==> src/rtl/alu_cmd_sequencer.sv <==
// alu_cmd_sequencer
//
// Queues ALU commands in a small FIFO and issues them one at a time to an
// external combinational 4-bit ALU. Each result is captured and presented on
// a valid/ready result port. Commands are processed strictly in the order
// they were accepted.
//
// Ports
//   clk, rst_n            clock, synchronous active-low reset
//   cmd_valid/cmd_ready   command handshake; cmd_a, cmd_b, cmd_op are the payload
//   alu_a, alu_b, alu_op  operands/op driven to the ALU (zero unless issuing)
//   alu_y, alu_carry      combinational ALU result returned to the sequencer
//   res_valid/res_ready   result handshake; res_y, res_carry, res_zero, res_illegal
//   level                 current FIFO occupancy
//   res_count             results delivered since reset (wraps at 256)

module alu_cmd_sequencer #(
    parameter int DEPTH = 4
) (
    input  logic                   clk,
    input  logic                   rst_n,
    input  logic                   cmd_valid,
    output logic                   cmd_ready,
    input  logic [3:0]             cmd_a,
    input  logic [3:0]             cmd_b,
    input  logic [2:0]             cmd_op,
    output logic [3:0]             alu_a,
    output logic [3:0]             alu_b,
    output logic [2:0]             alu_op,
    input  logic [3:0]             alu_y,
    input  logic                   alu_carry,
    output logic                   res_valid,
    input  logic                   res_ready,
    output logic [3:0]             res_y,
    output logic                   res_carry,
    output logic                   res_zero,
    output logic                   res_illegal,
    output logic [$clog2(DEPTH):0] level,
    output logic [7:0]             res_count
);

    localparam int AW = $clog2(DEPTH);
    localparam int LW = AW + 1;
    localparam logic [LW-1:0] FULL = LW'(DEPTH);

    typedef enum logic [1:0] {
        IDLE,
        ISSUE,
        HOLD
    } state_t;

    state_t state, state_next;

    logic [10:0]   mem [DEPTH];
    logic [AW-1:0] wr_ptr;
    logic [AW-1:0] rd_ptr;
    logic [LW-1:0] count;
    logic          push;
    logic          pop;
    logic          accept;
    logic [10:0]   head;
    logic          head_illegal;

    // Readiness depends only on occupancy, never on a pop in the same cycle,
    // and is forced low while reset is held so no command slips in.
    assign cmd_ready    = (count < FULL) && rst_n;
    assign push         = cmd_valid && cmd_ready;
    assign pop          = (state == ISSUE);
    assign accept       = (state == HOLD) && res_ready;
    assign head         = mem[rd_ptr];
    assign head_illegal = (head[2:0] > 3'b100);
    assign level        = count;
    assign res_valid    = (state == HOLD);

    // Command storage; entries are {a, b, op}. Contents need no reset since
    // the pointers and count define what is valid.
    always_ff @(posedge clk) begin
        if (push) begin
            mem[wr_ptr] <= {cmd_a, cmd_b, cmd_op};
        end
    end

    // FIFO pointers and occupancy. Pointers wrap naturally because DEPTH is
    // a power of two; a simultaneous push and pop leaves count unchanged.
    always_ff @(posedge clk) begin
        if (!rst_n) begin
            wr_ptr <= '0;
            rd_ptr <= '0;
            count  <= '0;
        end else begin
            if (push) begin
                wr_ptr <= wr_ptr + AW'(1);
            end
            if (pop) begin
                rd_ptr <= rd_ptr + AW'(1);
            end
            unique case ({push, pop})
                2'b10:   count <= count + LW'(1);
                2'b01:   count <= count - LW'(1);
                default: count <= count;
            endcase
        end
    end

    // State register.
    always_ff @(posedge clk) begin
        if (!rst_n) begin
            state <= IDLE;
        end else begin
            state <= state_next;
        end
    end

    // Next state. Leaving HOLD also counts a command arriving in that same
    // cycle, so a freshly pushed command issues without a detour via IDLE.
    always_comb begin
        state_next = state;
        unique case (state)
            IDLE: begin
                if (count != '0) begin
                    state_next = ISSUE;
                end
            end
            ISSUE: begin
                state_next = HOLD;
            end
            HOLD: begin
                if (res_ready) begin
                    state_next = ((count != '0) || push) ? ISSUE : IDLE;
                end
            end
            default: begin
                state_next = IDLE;
            end
        endcase
    end

    // The ALU only sees operands during the single ISSUE cycle.
    always_comb begin
        alu_a  = '0;
        alu_b  = '0;
        alu_op = '0;
        if (state == ISSUE) begin
            alu_a  = head[10:7];
            alu_b  = head[6:3];
            alu_op = head[2:0];
        end
    end

    // Result capture at the end of ISSUE. Unsupported ops override whatever
    // the ALU produced with a fixed zero result flagged as illegal.
    always_ff @(posedge clk) begin
        if (!rst_n) begin
            res_y       <= '0;
            res_carry   <= 1'b0;
            res_zero    <= 1'b0;
            res_illegal <= 1'b0;
        end else if (pop) begin
            if (head_illegal) begin
                res_y       <= '0;
                res_carry   <= 1'b0;
                res_zero    <= 1'b1;
                res_illegal <= 1'b1;
            end else begin
                res_y       <= alu_y;
                res_carry   <= alu_carry;
                res_zero    <= (alu_y == 4'd0);
                res_illegal <= 1'b0;
            end
        end
    end

    // Delivered-result counter, wraps 255 -> 0.
    always_ff @(posedge clk) begin
        if (!rst_n) begin
            res_count <= '0;
        end else if (accept) begin
            res_count <= res_count + 8'd1;
        end
    end

endmodule
==> config.mk <==
export PLATFORM = sky130hd
export DESIGN_NAME = alu_cmd_sequencer
export DESIGN_NICKNAME = d
export VERILOG_FILES = /design/src/rtl/alu_cmd_sequencer.sv
export SDC_FILE = /design/constraint.sdc
export NUM_CORES = 1
export LEC_CHECK = 0
export CELL_PAD_IN_SITES_DETAIL_PLACEMENT = 2
export CELL_PAD_IN_SITES_GLOBAL_PLACEMENT = 2
export CORE_ASPECT_RATIO = 2
export CORE_MARGIN = 1.5
export CORE_UTILIZATION = 39
export DETAILED_ROUTE_END_ITERATION = 8
export PLACE_DENSITY_LB_ADDON = 0.1
export SETUP_SLACK_MARGIN = 0.02
export SLEW_MARGIN = 10
export SYNTH_ARGS = -nofsm -noshare
export SYNTH_HDL_FRONTEND = slang
export SYNTH_SLANG_ARGS = --single-unit
==> constraint.sdc <==
create_clock -name clk -period 4.1 [get_ports clk]
set_clock_uncertainty 0.2 [all_clocks]
set_input_delay 0.615 -clock clk [delete_from_list [all_inputs] [get_ports clk]]
set_output_delay 0.615 -clock clk [all_outputs]
set_load 0.05 [all_outputs]
==> impl_metrics.py <==
metrics = {
    "floorplan": {
        "start_util_pct": 40.06,
        "core_um2": 7212,
        "die_width_um": 63.86,
        "vertical_extent_of_the_die_um": 124.7,
        "num_rows": 44,
        "floorplan.die_area_um2": 7965,
        "ios": 51,
    },
    "cells_and_area": {
        "mostFrequentLayoutCells": "50 x clkdlybuf4s50_1, 44 x edfxtp_1, 26 x dfxtp_1",
        "antenna-diode-count": 0,
        "final_nets": 277,
        "drive_above_1_share_pct": 10.20,
        "layout.cells.most_common": "clkdlybuf4s50_1",
        "design_area_um2": 3820,
        "post_layout_nonfiller_instances": 347,
        "nFillCells": 665,
        "area.growth.synth_to_final_pct": 32.22,
    },
    "synthesis": {
        "syn-num-nets": 222,
        "syn-mean-instance-area_um2": 14.82,
        "yosys_warnings": 0,
        "synthesis.instances": 195,
        "yosys.cell_types.count": 37,
        "postSynth.asyncResetShare_pct": 0,
        "ys_seq_elements": 70,
        "synth_seq_area_share_pct": 63.75,
        "synth_edf_count": 44,
        "ys.flop_type": "edfxtp_1",
        "syn_area_um2": 2889,
    },
    "power": {
        "p_total_w": 0.002541,
        "leakagePower_nw": 1.306,
        "power_density_nw_per_um2": 665.2,
        "worst_ir_drop_vdd_mv": 0.3639,
    },
    "sta": {
        "hold_violations": 0,
        "setup_viol_count_final": 0,
        "worst-slew-pin-transition_ns": 0.7238,
        "report.final.slew_viol_count": 0,
        "setup_total_negative_slack_ns": 0,
        "hold_slack_ns": 0.2829,
        "max-slew-margin-rel_pct": 51.68,
        "timing.fmax_mhz": 278.7,
        "period_needed_ns": 3.588,
        "rsz0062_at_grt": "false",
        "finalCritPeriodShare_pct": 87.52,
    },
    "drt": {
        "dr.pass1.iters": 4,
        "post_drt_via_cell_ratio": 5.144,
        "drt-wirelength-per-cell_um": 19.14,
        "postRouteAntennaNets": 0,
        "drt-total-wl_mm": 6.642,
        "dr_total_vias": 1785,
        "drc_errors": 0,
        "drt_iter0_drcs": 50,
    },
    "clock_tree": {
        "clk-insertion-delay-late_ns": 0.33,
        "holdBufCountCts": 0,
        "cts_max_path_buffers": 2,
        "cts.htree.levels": 3,
        "cts_tree": "built",
        "cts_inserted_buffers": 9,
        "clock_sink_count": 70,
        "clk_transition_reported_paths_ns": 0.05,
        "cts-resized-gates": 0,
        "cts.repair_timing.setup_buffer_count": 0,
        "root_buffer": "clkbuf_16",
    },
    "placed_design": {
        "gpl.final_weighted_congestion": 0.6596,
        "dp.final_hpwl_mm": 4.654,
        "buffer_ports.inserted": 50,
        "placedCellCount": 331,
        "dpl_cell_area_um2": 3482,
    },
    "worst_setup_path": {
        "critical_path_class": "reg2out",
        "setup_crit_start_kind": "flop",
        "critical_path_fanouts_max": 11,
        "critical_path_arrival_ns": 2.77,
        "worst_setup_path_end_kind": "output pin",
        "required_time_of_the_critical_path_ns": 3.28,
        "reg2reg_from": "state[0]",
    },
    "global_route": {
        "remaining_global_route_overflow": 0,
        "grt_max_degree": 23,
        "grt_pass1_wl_mm": 10.78,
        "grt_pass1_vias": 2090,
        "grt_antenna_before_repair": 0,
        "grt.total_usage_pct": 18.81,
    },
    "min_path": {
        "hold_path_class": "reg2reg",
        "hold_start": "res_count[7]",
    },
    "run_status": {
        "run_status": "finished clean",
    },
    "job": {
        "max-cap-violations": 0,
    },
}
==> metal layers <==
metal	GRT usage (%)	vias to the layer above	share of wire, %
met5	0	-	0
met4	8.824	0	2.1
met3	3.975	10	2.9
met2	36.40	38	60
met1	17.75	897	35
li1	-	840	-
==> sequential cells by signal (all words and copies together) (netlist names), named ones only <==
register	cells
res_carry	1
res_zero	1
level	3
mem	44
rd_ptr	2
res_y	4
res_illegal	1
res_count	8
wr_ptr	2
state	2
==> through the flow <==
stage                     setup WS (ns)  util (%)
after detailed placement         0.8661     48.28
after global routing             0.4193     52.97
after floorplan                   1.546         -
after global placement           0.9478     48.28
after CTS                        0.4688     52.97
final                            0.5117     52.97
==> area by class of cell <==
cell class / instances / area (um^2) / area share (%)
tap: 92 / 115.1 / 3.013
sequential: 70 / 1842 / 48.22
multi-input combinational: 106 / 968.4 / 25.35
clock inverter: 6 / 108.9 / 2.850
inverter: 11 / 41.29 / 1.081
clock buffer: 10 / 229.0 / 5.994
timing repair buffer: 52 / 515.5 / 13.49
==> where the power goes <==
part | internal, W | total, W | switching [W]
clock | 0.000594 | 0.000881 | 0.000287
sequential | 0.000826 | 0.000916 | 0.0000898
combinational | 0.000301 | 0.000745 | 0.000444
total | 0.00172 | 0.00254 | 0.000821
==> synth_stat cells, drive strengths merged (3+ instances only) <==
cell,number,area (um^2)
nor3,5,45.04
nor2,12,45.04
o31ai,4,30.03
nor2b,4,25.02
o21ai,4,20.02
a21oi,7,35.03
ha,6,75.07
and2,15,95.09
buf,3,20.01
nand2,4,15.01
edfxtp,44,1321
clkbuf,5,20.01
mux2i,7,70.07
inv,11,41.29
xor2,5,43.79
dfxtp,26,520.5
mux4,11,281.5
or4,4,30.03
==> worst max-delay path, stage by stage (launching register included) <==
cell and delay, ns:
dfxtp_1 0.79, mux4_1 0.73, and2_1 0.22, clkdlybuf4s50_1 0.70
==> worst paths after layout <==
check | end | slack, ns | cells past startpoint
worst max-delay path | alu_op[1] | 0.51 | 3
worst max register to register | level[2] | 1.39 | 7
worst min register to register | res_count[7] | 0.28 | 2
worst min-delay path | res_count[7] | 0.28 | 2
==> logic make-up after synthesis <==
group	Yosys count	synth area share, %
AO/OA/AOI/OAI	19	4.331
flip-flops	70	63.75
adder cells (fa/ha/maj)	7	3.291
buffers and inverters	19	2.814
XOR/XNOR	7	2.122
multiplexers	18	12.17
AND/OR/NAND/NOR	55	11.52
Power figures use the tool's default switching activity.
